## src/rtl/mram_ctrl_pkg.sv

```systemverilog
// Shared types and default timing for the MRAM strobe sequencer.
package mram_ctrl_pkg;

    typedef enum logic [2:0] {
        ST_IDLE,
        ST_SETUP,
        ST_RD_ACC,
        ST_RD_DONE,
        ST_WR_PULSE,
        ST_WR_HOLD,
        ST_RECOVER
    } state_t;

    localparam int DEF_AW       = 12;
    localparam int DEF_DW       = 16;
    localparam int DEF_RD_WAIT  = 3;
    localparam int DEF_WR_PULSE = 3;
    localparam int DEF_SETUP    = 1;
    localparam int DEF_RECOVER  = 1;
    localparam int CNT_W        = 8;

    // Request record at the default bus widths.
    typedef struct packed {
        logic              we;
        logic [DEF_AW-1:0] addr;
        logic [1:0]        be;
        logic [DEF_DW-1:0] wdata;
    } req_t;

endpackage

```

## src/rtl/mram_rr_arb2.sv

```systemverilog
// Two-way arbiter: port 0 preferred, but port 1 wins after it has lost once to port 0.
module mram_rr_arb2 (
    input  logic       SIM_CLK,
    input  logic       SIM_RST,
    input  logic       en,
    input  logic [1:0] req,
    output logic       gnt,
    output logic [1:0] ready
);

    logic p1_wait;

    always_comb begin
        gnt   = req[1] & (~req[0] | p1_wait);
        ready = 2'b00;
        if (en && (req != 2'b00))
            ready = gnt ? 2'b10 : 2'b01;
    end

    // Set when port 0 is granted over a pending port 1; any other grant clears it.
    always_ff @(posedge SIM_CLK or posedge SIM_RST) begin
        if (SIM_RST)
            p1_wait <= 1'b0;
        else if (en && (req != 2'b00))
            p1_wait <= ~gnt & req[1];
    end

endmodule

```

## src/rtl/mram_seq_ctrl.sv

```systemverilog
// Sequences MRAM E_n/G_n/W_n/LB_n/UB_n, address and DQ for two requesters.
// Optional write protection above wp_base is enabled by defining MRAM_WRITE_PROTECT_EN.
module mram_seq_ctrl
    import mram_ctrl_pkg::*;
#(
    parameter int AW       = DEF_AW,
    parameter int DW       = DEF_DW,
    parameter int RD_WAIT  = DEF_RD_WAIT,
    parameter int WR_PULSE = DEF_WR_PULSE,
    parameter int SETUP    = DEF_SETUP,
    parameter int RECOVER  = DEF_RECOVER
) (
    input  logic          SIM_CLK,
    input  logic          SIM_RST,
    input  logic          req0_valid,
    input  logic          req0_we,
    input  logic [AW-1:0] req0_addr,
    input  logic [DW-1:0] req0_wdata,
    input  logic [1:0]    req0_be,
    output logic          req0_ready,
    output logic          rsp0_valid,
    output logic [DW-1:0] rsp0_rdata,
    input  logic          req1_valid,
    input  logic          req1_we,
    input  logic [AW-1:0] req1_addr,
    input  logic [DW-1:0] req1_wdata,
    input  logic [1:0]    req1_be,
    output logic          req1_ready,
    output logic          rsp1_valid,
    output logic [DW-1:0] rsp1_rdata,
    output logic [AW-1:0] mem_a,
    output logic          mem_e_n,
    output logic          mem_g_n,
    output logic          mem_w_n,
    output logic          mem_lb_n,
    output logic          mem_ub_n,
    output logic [DW-1:0] mem_dq_out,
    output logic          mem_dq_oe,
    input  logic [DW-1:0] mem_dq_in,
    output logic          busy
`ifdef MRAM_WRITE_PROTECT_EN
   ,input  logic [AW-1:0] wp_base,
    output logic          wp_err
`endif
);

    typedef struct packed {
        logic          we;
        logic [AW-1:0] addr;
        logic [1:0]    be;
        logic [DW-1:0] wdata;
    } rec_t;

    localparam logic [CNT_W-1:0] SETUP_LD = CNT_W'((SETUP   > 0) ? SETUP   - 1 : 0);
    localparam logic [CNT_W-1:0] RD_LD    = CNT_W'((RD_WAIT > 0) ? RD_WAIT - 1 : 0);
    localparam logic [CNT_W-1:0] WR_LD    = CNT_W'((WR_PULSE > 0) ? WR_PULSE - 1 : 0);
    localparam logic [CNT_W-1:0] REC_LD   = CNT_W'((RECOVER > 0) ? RECOVER - 1 : 0);

    state_t           state, nxt;
    logic [CNT_W-1:0] cnt, cnt_nxt;
    rec_t             win;
    logic             we_q, owner_q, wp_q, wp_hit;
    logic [1:0]       be_q, ready, act_be;
    logic             gnt, arb_en, take, act_we, act_wp, in_acc;

    assign arb_en = (state == ST_IDLE) & ~SIM_RST;

    mram_rr_arb2 u_arb (
        .SIM_CLK (SIM_CLK),
        .SIM_RST (SIM_RST),
        .en      (arb_en),
        .req     ({req1_valid, req0_valid}),
        .gnt     (gnt),
        .ready   (ready)
    );

    assign take       = |ready;
    assign req0_ready = ready[0];
    assign req1_ready = ready[1];
    assign win        = gnt ? {req1_we, req1_addr, req1_be, req1_wdata}
                            : {req0_we, req0_addr, req0_be, req0_wdata};

`ifdef MRAM_WRITE_PROTECT_EN
    assign wp_hit = win.we & (win.addr >= wp_base);
    assign wp_err = (state == ST_WR_HOLD) & wp_q;
`else
    assign wp_hit = 1'b0;
`endif

    always_comb begin
        nxt     = state;
        cnt_nxt = cnt;
        unique case (state)
            ST_IDLE: if (take) begin
                if (wp_hit) nxt = ST_WR_HOLD;
                else if (SETUP > 0) begin nxt = ST_SETUP; cnt_nxt = SETUP_LD; end
                else if (win.we) begin nxt = ST_WR_PULSE; cnt_nxt = WR_LD; end
                else begin nxt = ST_RD_ACC; cnt_nxt = RD_LD; end
            end
            ST_SETUP: begin
                if (cnt != '0) cnt_nxt = cnt - 1'b1;
                else if (we_q) begin nxt = ST_WR_PULSE; cnt_nxt = WR_LD; end
                else begin nxt = ST_RD_ACC; cnt_nxt = RD_LD; end
            end
            ST_RD_ACC: begin
                if (cnt != '0) cnt_nxt = cnt - 1'b1;
                else nxt = ST_RD_DONE;
            end
            ST_WR_PULSE: begin
                if (cnt != '0) cnt_nxt = cnt - 1'b1;
                else nxt = ST_WR_HOLD;
            end
            ST_RD_DONE, ST_WR_HOLD: begin
                nxt     = (RECOVER > 0) ? ST_RECOVER : ST_IDLE;
                cnt_nxt = REC_LD;
            end
            ST_RECOVER: begin
                if (cnt != '0) cnt_nxt = cnt - 1'b1;
                else nxt = ST_IDLE;
            end
            default: nxt = ST_IDLE;
        endcase
    end

    // Strobes are registered from the next state so they change only on clock edges.
    always_comb begin
        act_we = (state == ST_IDLE) ? win.we : we_q;
        act_be = (state == ST_IDLE) ? win.be : be_q;
        act_wp = (state == ST_IDLE) ? wp_hit : wp_q;
        in_acc = (nxt != ST_IDLE) && (nxt != ST_RECOVER) && !act_wp;
    end

    always_ff @(posedge SIM_CLK or posedge SIM_RST) begin
        if (SIM_RST) begin
            state      <= ST_IDLE;
            cnt        <= '0;
            we_q       <= 1'b0;
            be_q       <= 2'b00;
            owner_q    <= 1'b0;
            wp_q       <= 1'b0;
            mem_e_n    <= 1'b1;
            mem_g_n    <= 1'b1;
            mem_w_n    <= 1'b1;
            mem_lb_n   <= 1'b1;
            mem_ub_n   <= 1'b1;
            mem_dq_oe  <= 1'b0;
            mem_a      <= '0;
            mem_dq_out <= '0;
            rsp0_rdata <= '0;
            rsp1_rdata <= '0;
        end else begin
            state     <= nxt;
            cnt       <= cnt_nxt;
            mem_e_n   <= ~in_acc;
            mem_g_n   <= ~(nxt == ST_RD_ACC);
            mem_w_n   <= ~(nxt == ST_WR_PULSE);
            mem_lb_n  <= ~(in_acc & act_be[0]);
            mem_ub_n  <= ~(in_acc & act_be[1]);
            mem_dq_oe <= in_acc & act_we;
            if (take) begin
                we_q       <= win.we;
                be_q       <= win.be;
                owner_q    <= gnt;
                wp_q       <= wp_hit;
                mem_a      <= win.addr;
                mem_dq_out <= win.wdata;
            end
            if ((state == ST_RD_ACC) && (cnt == '0)) begin
                if (owner_q) rsp1_rdata <= mem_dq_in;
                else         rsp0_rdata <= mem_dq_in;
            end
        end
    end

    assign rsp0_valid = ((state == ST_RD_DONE) || (state == ST_WR_HOLD)) && !owner_q;
    assign rsp1_valid = ((state == ST_RD_DONE) || (state == ST_WR_HOLD)) &&  owner_q;
    assign busy       = (state != ST_IDLE);

endmodule
```

## config.mk

```make
export PLATFORM = sky130hd
export DESIGN_NAME = mram_seq_ctrl
export DESIGN_NICKNAME = d
export VERILOG_FILES = /design/src/rtl/mram_ctrl_pkg.sv /design/src/rtl/mram_rr_arb2.sv /design/src/rtl/mram_seq_ctrl.sv
export SDC_FILE = /design/constraint.sdc
export NUM_CORES = 1
export LEC_CHECK = 0
export ABC_AREA = 1
export ABC_CLOCK_PERIOD_IN_PS = 3900
export CAP_MARGIN = 10
export CELL_PAD_IN_SITES_DETAIL_PLACEMENT = 1
export CELL_PAD_IN_SITES_GLOBAL_PLACEMENT = 2
export CORE_MARGIN = 5
export CORE_UTILIZATION = 24
export CTS_CLUSTER_DIAMETER = 40
export DETAILED_ROUTE_END_ITERATION = 10
export GPL_TIMING_DRIVEN = 0
export PLACE_DENSITY_LB_ADDON = 0.15
export SLEW_MARGIN = 20
export SYNTH_ARGS = -nofsm -noshare
export SYNTH_HDL_FRONTEND = slang
export SYNTH_HIERARCHICAL = 1
export SYNTH_SLANG_ARGS = --single-unit
```

## constraint.sdc

```tcl
create_clock -name SIM_CLK -period 3.9 [get_ports SIM_CLK]
set_clock_uncertainty 0.2 [all_clocks]
set_input_delay 1.17 -clock SIM_CLK [delete_from_list [all_inputs] [get_ports SIM_CLK]]
set_output_delay 1.17 -clock SIM_CLK [all_outputs]
set_load 0.005 [all_outputs]
```

Yosys cells after proc, flatten, opt, wreduce, memory -nomap -nowiden --
Index checks and enable logic that the tools add are counted.
Word-level totals: output and inout bits 71, bits in registers 82, logic and storage cells 80, bits of input ports 82
Cells by class: bitwise operators 16, $add $sub $neg 1, mux-type cells 16, reduce and logical (&&, ||, !) cells 20, eq/ne operators 11
Operators by type and width (count):
- 8-bit case mux with 4 select lines | 1
- 31-bit two-way mux | 1
- 8-bit two-way mux | 3
- 3-bit two-way mux | 6
- 3-bit case mux with 6 select lines | 1
- 3-bit == test (second input constant) | 4
- 3-bit by 2-bit == test with 1-bit output (second input constant) | 3
- 1-bit NOT | 9
- 8-bit logical NOT | 1
- 8-bit nonzero test | 1
- 8-bit by 1-bit subtractor with 8-bit output (second input constant) | 1
- 1-bit AND | 6
- 2-bit two-way mux | 3
- 3-bit nonzero test | 2
- 1-bit logical AND | 5
- 2-bit AND reduction | 2
- 4-bit nonzero test | 1
- 2-bit OR reduction | 2
- 3-bit by 1-bit == test with 1-bit output (second input constant) | 1
- 3-bit logical NOT | 1
- 3-bit != test (second input constant) | 1
- 3-bit AND reduction | 1
- 3-bit OR reduction | 1
- 2-bit by 1-bit != test with 1-bit output (second input constant) | 1
- other kinds (6) | 6

Depth between registers and ports, before layout --
depth after elaboration 12, gate-level depth with buffers 15, depth with buffers taken out 15

Cells and area by module --
Netlist, hierarchy kept.
Modules (own cells, without submodules):
- mram_seq_ctrl | cells each 433, sequential area each 2033.2 um^2, area an instance 3644.7 um^2, times used 1
- mram_rr_arb2 | cells each 12, sequential area each 25.0 um^2, area an instance 76.3 um^2, times used 1

Least setup slack after synthesis --
Ideal clock, no wire load.
path type in2out, from input SIM_RST, to output req1_ready, stages 3, data arrival time 1.537 ns, data required time 2.530 ns, buffers on the path 0, path slack 0.993 ns, cells stage by stage nor2_1 -> o21ai_2 -> nor2_1
Between the ends: cells in the longest elaborated chain, start to end 4
RTL lines:
- from (decl) | line mram_seq_ctrl.sv:14 | input logic SIM_RST,
- 1-bit NOT | line mram_seq_ctrl.sv:66 | assign arb_en = (state == ST_IDLE) & ~SIM_RST;
- 1-bit AND | line mram_seq_ctrl.sv:66
- 1-bit logical AND | line mram_rr_arb2.sv:16 | if (en && (req != 2'b00))
- 2-bit two-way mux | line mram_rr_arb2.sv:16
- to (decl) | line mram_seq_ctrl.sv:28 | output logic req1_ready,
Every way passes these cells.

Worst setup path in the final report --
from input req1_valid, to output req1_ready
Between the ends: cells in the longest elaborated chain, start to end 3, elaborated cells between the ends (all ways) 5, those cells by class 2 x mux; 1 x bitwise; 2 x reduce/logical
RTL lines:
- from (decl) | line mram_seq_ctrl.sv:23 | input logic req1_valid,
- 1-bit AND / 2-bit nonzero test (equally long branches) | line mram_rr_arb2.sv:14, mram_rr_arb2.sv:16
- 2-bit two-way mux / 1-bit logical AND (equally long branches) | line mram_rr_arb2.sv:17, mram_rr_arb2.sv:16
- 2-bit two-way mux (*) | line mram_rr_arb2.sv:16
Every way passes the cells marked *; elsewhere a longest branch is shown, timed or not.

==> results.py <==
metrics = {
    "yosys": {
        "synth_top_flop_cell": "dfrtp_1",
        "yosys_warnings": 6,
        "synth_top_area_share": 0.5178,
        "syn_inst": 445,
        "synth_compound_area_frac": 0.1533,
        "synth_seq_area_share": 0.5531,
        "synth_seq_cells": 82,
        "synthMuxAreaShare": 0.002690,
        "synth-xor-area-share": 0.004707,
        "synthTopCellsByArea": "dfrtp_1 (52%), nand2_1 (10%), a21oi_1 (7.7%)",
        "synth_nets": 529,
        "async_flop_share": 1.000,
        "synth_fa_ha_area_frac": 0.006725,
        "synth_edf_count": 0,
        "synth_cell_type_count": 30,
        "netlist_area_um2": 3721,
        "yosysTopAreaCell": "dfrtp_1",
        "synth_top_family_by_area": "simple AND/OR/NAND/NOR gates",
        "postSynthAreaPerCell_um2": 8.362,
        "yosys.area_share.simple": 0.2091,
    },
    "global_route": {
        "grt_max_degree": 43,
        "grt_pass1_wl_mm": 21.43,
        "grt_antenna_before_repair": 2,
        "track_usage": 0.1509,
        "grt_overflow": 0,
        "grt_pass1_vias": 4113,
    },
    "critical_path": {
        "r2r-start": "state[0]$_DFF_PP0_",
        "critical_path_required_ns": 2.53,
        "endpoint_kind": "output port",
        "crit_start": "req1_valid",
        "crit_end": "req1_ready",
        "worstSetupPathType": "in -> out",
        "ff2ff_path_depth": 10,
        "worst-r2r-setup-slack_ns": 1.20,
        "critPathLaunchType": "primary input",
        "worstReg2RegEnd": "mem_dq_out[15]$_DFFE_PP0P_",
        "crit_fanout": 3,
        "arrival_ns": 2.22,
    },
    "placed_design": {
        "portBuffers": 152,
        "dpl_cell_area_um2": 5508,
        "place_ws_ns": -0.1165,
        "gp_congestion": 0.7922,
        "hpwlAfterDp_mm": 9.871,
    },
    "clocking": {
        "clkLatencyLatePin_ns": 0.35,
        "cts_sinks": 82,
        "cts_made_buffers": 9,
        "h-tree-depth": 3,
        "clk_pin_slew_worst_paths_ns": 0.06,
        "cts_tree": "done",
        "clock_path_buffers": 2,
        "cts-root-buf": "clkbuf_16",
    },
    "pwr": {
        "power_density_nw_per_um2": 344.7,
        "total_power_mw": 2.003,
        "leakage_nw": 2.750,
        "ir_drop_mv": 0.2399,
    },
    "timing": {
        "final.period_utilization": 0.9203,
        "finalSetupViolCount": 0,
        "slew_viol_final": 0,
        "hold_ws_ns": 0.2822,
        "fmax_mhz": 278.6,
        "relSlewSlack": 0.5056,
        "rsz0062_at_grt": "no",
        "setup_tns_ns": 0,
        "period_needed_ns": 3.589,
        "setup_ws_ns": 0.3109,
        "final-hold-violation-count": 0,
        "worst_slew_pin_slew_ns": 0.7389,
    },
    "route": {
        "avgRoutedWirePerCell_um": 16.10,
        "antenna_left": 0,
        "drt_iter0_markers": 121,
        "drt_wl_total_mm": 12.91,
        "drtPass1Iterations": 4,
        "num_vias": 3575,
        "via_per_inst": 4.458,
        "drcViolationCount": 0,
    },
    "cells_and_area": {
        "area_growth_pct": 56.12,
        "fin_nets": 694,
        "nFillCells": 1857,
        "n_antenna_cell": 0,
        "drive_gt1_frac": 0.09283,
        "layout_common_cells": "clkdlybuf4s50_1 (149), nand2_1 (103), dfrtp_1 (77)",
        "design_area_um2": 5809,
        "final_common_cell": "clkdlybuf4s50_1",
    },
    "die": {
        "rows": 45,
        "die_x_um": 134.5,
        "ioPinCount": 153,
        "fp.dieH_um": 134.5,
        "start_util": 0.2448,
        "core_area_um2": 15200,
        "die_area_um2": 18090,
    },
    "outcome": {
        "status": "complete, no violations",
    },
    "min_path": {
        "hold_path_class": "reg -> reg",
    },
    "run": {
        "cap_violations": 0,
    },
}
==> synthesized netlist by cell type, drive strengths merged, types with 2 or more instances <==
library cell	count
nand2	108
dfrtp	77
a21oi	58
nor2	55
inv	47
o21ai	47
nand3	14
clkbuf	13
buf	6
dfstp	5
nor3	3
o2111ai	3
ha	2
xor2	2
==> what timing repair did <==
item,in CTS,in global routing
buffers inserted,1,0
hold buffers,0,0
pin swaps,1,0
setup endpoints to repair,2,1
gates resized for setup,3,1
==> how the worst min path moves through the flow <==
stage,slack [ns],depth (start not counted),startpoint,end
finish,0.28,2,u_arb/p1_wait$_DFFE_PP0P_,u_arb/p1_wait$_DFFE_PP0P_
global route,0.30,2,rsp0_rdata[12]$_DFFE_PP0P_,rsp0_rdata[12]$_DFFE_PP0P_
CTS,0.29,2,u_arb/p1_wait$_DFFE_PP0P_,u_arb/p1_wait$_DFFE_PP0P_
detailed placement,0.27,2,u_arb/p1_wait$_DFFE_PP0P_,u_arb/p1_wait$_DFFE_PP0P_
global placement,0.25,2,u_arb/p1_wait$_DFFE_PP0P_,u_arb/p1_wait$_DFFE_PP0P_
floorplan,0.24,2,u_arb/p1_wait$_DFFE_PP0P_,u_arb/p1_wait$_DFFE_PP0P_
==> state kept, by name, indices dropped and copies added, names as in the netlist <==
| signal | flops |
|---|---|
| mem_dq_out | 16 |
| be_q | 2 |
| mem_lb_n | 1 |
| rsp1_rdata | 16 |
| we_q | 1 |
| mem_g_n | 1 |
| mem_ub_n | 1 |
| mem_a | 12 |
| owner_q | 1 |
| u_arb/p1_wait | 1 |
| rsp0_rdata | 16 |
| cnt | 8 |
| mem_w_n | 1 |
| state | 3 |
| mem_dq_oe | 1 |
| mem_e_n | 1 |
==> worst max-delay path: stages <==
cell and delay [ns]:
clkdlybuf4s50_1 0.53, nand2_1 0.10, nor2_1 0.14, dlygate4sd2_1 0.28
==> final cells by class <==
cell class                      instances  area, um^2  area share
Inverter                               48       185.2     0.03188
Multi-Input combinational cell        296        1404      0.2417
Sequential cell                        82        2058      0.3543
Clock inverter                          6       66.31     0.01142
Clock buffer                            9       225.2     0.03877
Timing Repair Buffer                  154        1556      0.2679
Tap cell                              188       235.2     0.04049
Buffer                                 19       78.83     0.01357
==> per-layer routing <==
metal	vias up	wire [um]	track usage
met5	-	27	0
met4	4	212	0.05826
met3	16	1323	0.07228
met2	108	5912	0.2397
met1	1683	5433	0.1770
li1	1764	-	-
==> through the flow <==
| step | cells | utilization |
|---|---|---|
| after CTS | 802 | 0.3820 |
| after global placement | 785 | 0.3603 |
| after global routing | 802 | 0.3821 |
| after detailed placement | 786 | 0.3623 |
| final | 802 | 0.3821 |
| after floorplan | 445 | - |
==> cells by family after synthesis <==
group                    Yosys count
AND/OR/NAND/NOR                  182
multiplexers                       1
buffers and inverters             67
AO/OA/AOI/OAI                    109
flip-flops                        82
XOR/XNOR                           2
adder cells (fa/ha/maj)            2
==> power breakdown <==
part	total, mW	switching [mW]	internal [mW]
logic	0.235	0.0894	0.145
registers	0.902	0.0178	0.884
clock network	0.866	0.371	0.495
Power figures use the tool's default switching activity.
==> RTL change, RTL diff (config.mk and constraints unchanged) <==
Re-encode `state_t` (7 states) as Gray code, 3 bits wide.
--- a/src/rtl/mram_ctrl_pkg.sv
+++ b/src/rtl/mram_ctrl_pkg.sv
@@ -3,11 +3,11 @@
 
     typedef enum logic [2:0] {
-        ST_IDLE,
-        ST_SETUP,
-        ST_RD_ACC,
-        ST_RD_DONE,
-        ST_WR_PULSE,
-        ST_WR_HOLD,
-        ST_RECOVER
+        ST_IDLE     = 3'b000,
+        ST_SETUP    = 3'b001,
+        ST_RD_ACC   = 3'b011,
+        ST_RD_DONE  = 3'b010,
+        ST_WR_PULSE = 3'b110,
+        ST_WR_HOLD  = 3'b111,
+        ST_RECOVER  = 3'b101
     } state_t;
 
Check against the original RTL: no difference found for any inputs over 4 cycles, from zero or initial values and one cycle with SIM_RST high; so few cycles prove little.
==> RTL change against the original RTL <==
Non-clock buffer count decreased by 1. First-iteration DRC count increased by 15%. Worst setup slack improved by 70 ps. Utilization decreased by 0.52 points. Sequential cell count unchanged. Sequential share of layout area decreased by 0.68 points. Routed wire length increased by 1.9%. Global-route usage decreased by 0.40 points. Area after synthesis increased by 2.2%. Cell area increased by 2.0%. Critical path type unchanged. Largest cell class unchanged.
Power is not compared: it rests on default switching activity, and its combinational part moved more than twofold at a synthesized area within 25%.
==> RTL change: results (changes against the original RTL) <==
outcome=completed (unchanged); pin count of the biggest net entering global routing=52 (was 43); Synth Net Count=533 (was 529); initial DRC count=139 (was 121); Critical Path AT=2150 ps (was 2220 ps); xor/xnor share of the synthesized area=0.691% (was 0.471%); Nets=697 (was 694); worst r2r dst=cnt[2] (was mem_dq_out[15]); Worst slew margin=49.4% (was 50.6%); WL/cell=15.8 um (was 16.1 um); post-detail-place hpwl=10100 um (was 9870 um); share of layout cells above drive strength 1=10.0% (was 9.28%); R2R Setup Slk=930 ps (was 1200 ps); most common library cells after synthesis=nand2_1, dfrtp_1, a21oi_1 (unchanged); Setup Buffers After CTS=0 (was 1); clock root cell=clkbuf_16 (unchanged); Synth Area in Compound Gates=16.0% (was 15.3%); detailed-route via count=3608 (was 3575); Unique masters post-synth=32 (was 30); gr usage total=14.7% (was 15.1%); GR Layer Usage met2=24.0% (about the same); vias in the first global route=3992 (was 4113); synth top area cells=dfrtp_1, nand2_1, a21oi_1, nor2_1, inv_1 (was dfrtp_1, nand2_1, a21oi_1, o21ai_0, nor2_1); final RePlAce weighted congestion=0.754 (was 0.792); proportion of synthesized area in mux cells=0.263% (was 0.269%); Placement Cell Area=0.00562 mm2 (was 0.00551 mm2); sequential share of the synthesized area=54.1% (was 55.3%); first-pass GRT wire length=21100 um (was 21400 um); number of antenna violations at the first check in global routing=0 (was 2); R2R cell count=13 (was 10); Global Route met3 Usage=7.07% (was 7.23%); GR Util met1=17.3% (was 17.7%)
==> RTL change: metal layers <==
| layer | share of wire (%) | vias to the layer above |
|---|---|---|
| met5 | 0 | - |
| met4 | 1.2 | 0 |
| met3 | 9.3 | 11 |
| met2 | 48 | 104 |
| met1 | 41 | 1716 |
| li1 | - | 1777 |
==> RTL change: cells by family (layout without fill, tap and decap cells) <==
kind of cell | Yosys count | count (layout)
adder cells (fa/ha/maj) | 2 | 2
multiplexers | 1 | 1
buffers and inverters | 66 | 235
XOR/XNOR | 3 | 3
AO/OA/AOI/OAI | 113 | 113
AND/OR/NAND/NOR | 182 | 182
flip-flops | 82 | 82
==> RTL change: worst max-delay path by stage <==
stage	startpoint	endpoint	slack [ps]
3_3_place_gp	SIM_RST	rsp0_rdata[4]	-1270
5_1_grt	req0_valid	req0_ready	290
2_1_floorplan	SIM_RST	be_q[0]	460
3_5_place_dp	SIM_RST	req1_ready	-150
6_report	req0_valid	req0_ready	380
4_1_cts	req0_valid	req0_ready	9
==> RTL change: stage by stage <==
step	hold slack (ps)	worst slack (ps)	std cells
floorplan	242	458	449
global placement	255	-1270	817
detailed placement	268	-149	818
CTS	284	8.86	834
global route	319	291	834
finish	277	381	834
==> RTL change: worst min-delay path, stage by stage, from the launching register on <==
cell,delay [ps]
dfrtp_1,340
nand2_1,50
nand2_1,50
==> RTL change: area by class of cell <==
class	count	area, um2
plain buffers	19	78.8
clock buffers	10	239
clock inverters	6	48.8
fillers	1818	9790
inverters	47	184
multi-input cells	301	1490
flip-flops and latches	82	2060
well taps	216	270
repair buffers	153	1550
==> RTL change: timing repair <==
item	4_1_cts	5_1_grt
resized for setup	2	4
endpoints found under the setup margin	2	2
hold endpoints to repair	0	0
pin swaps	1	0
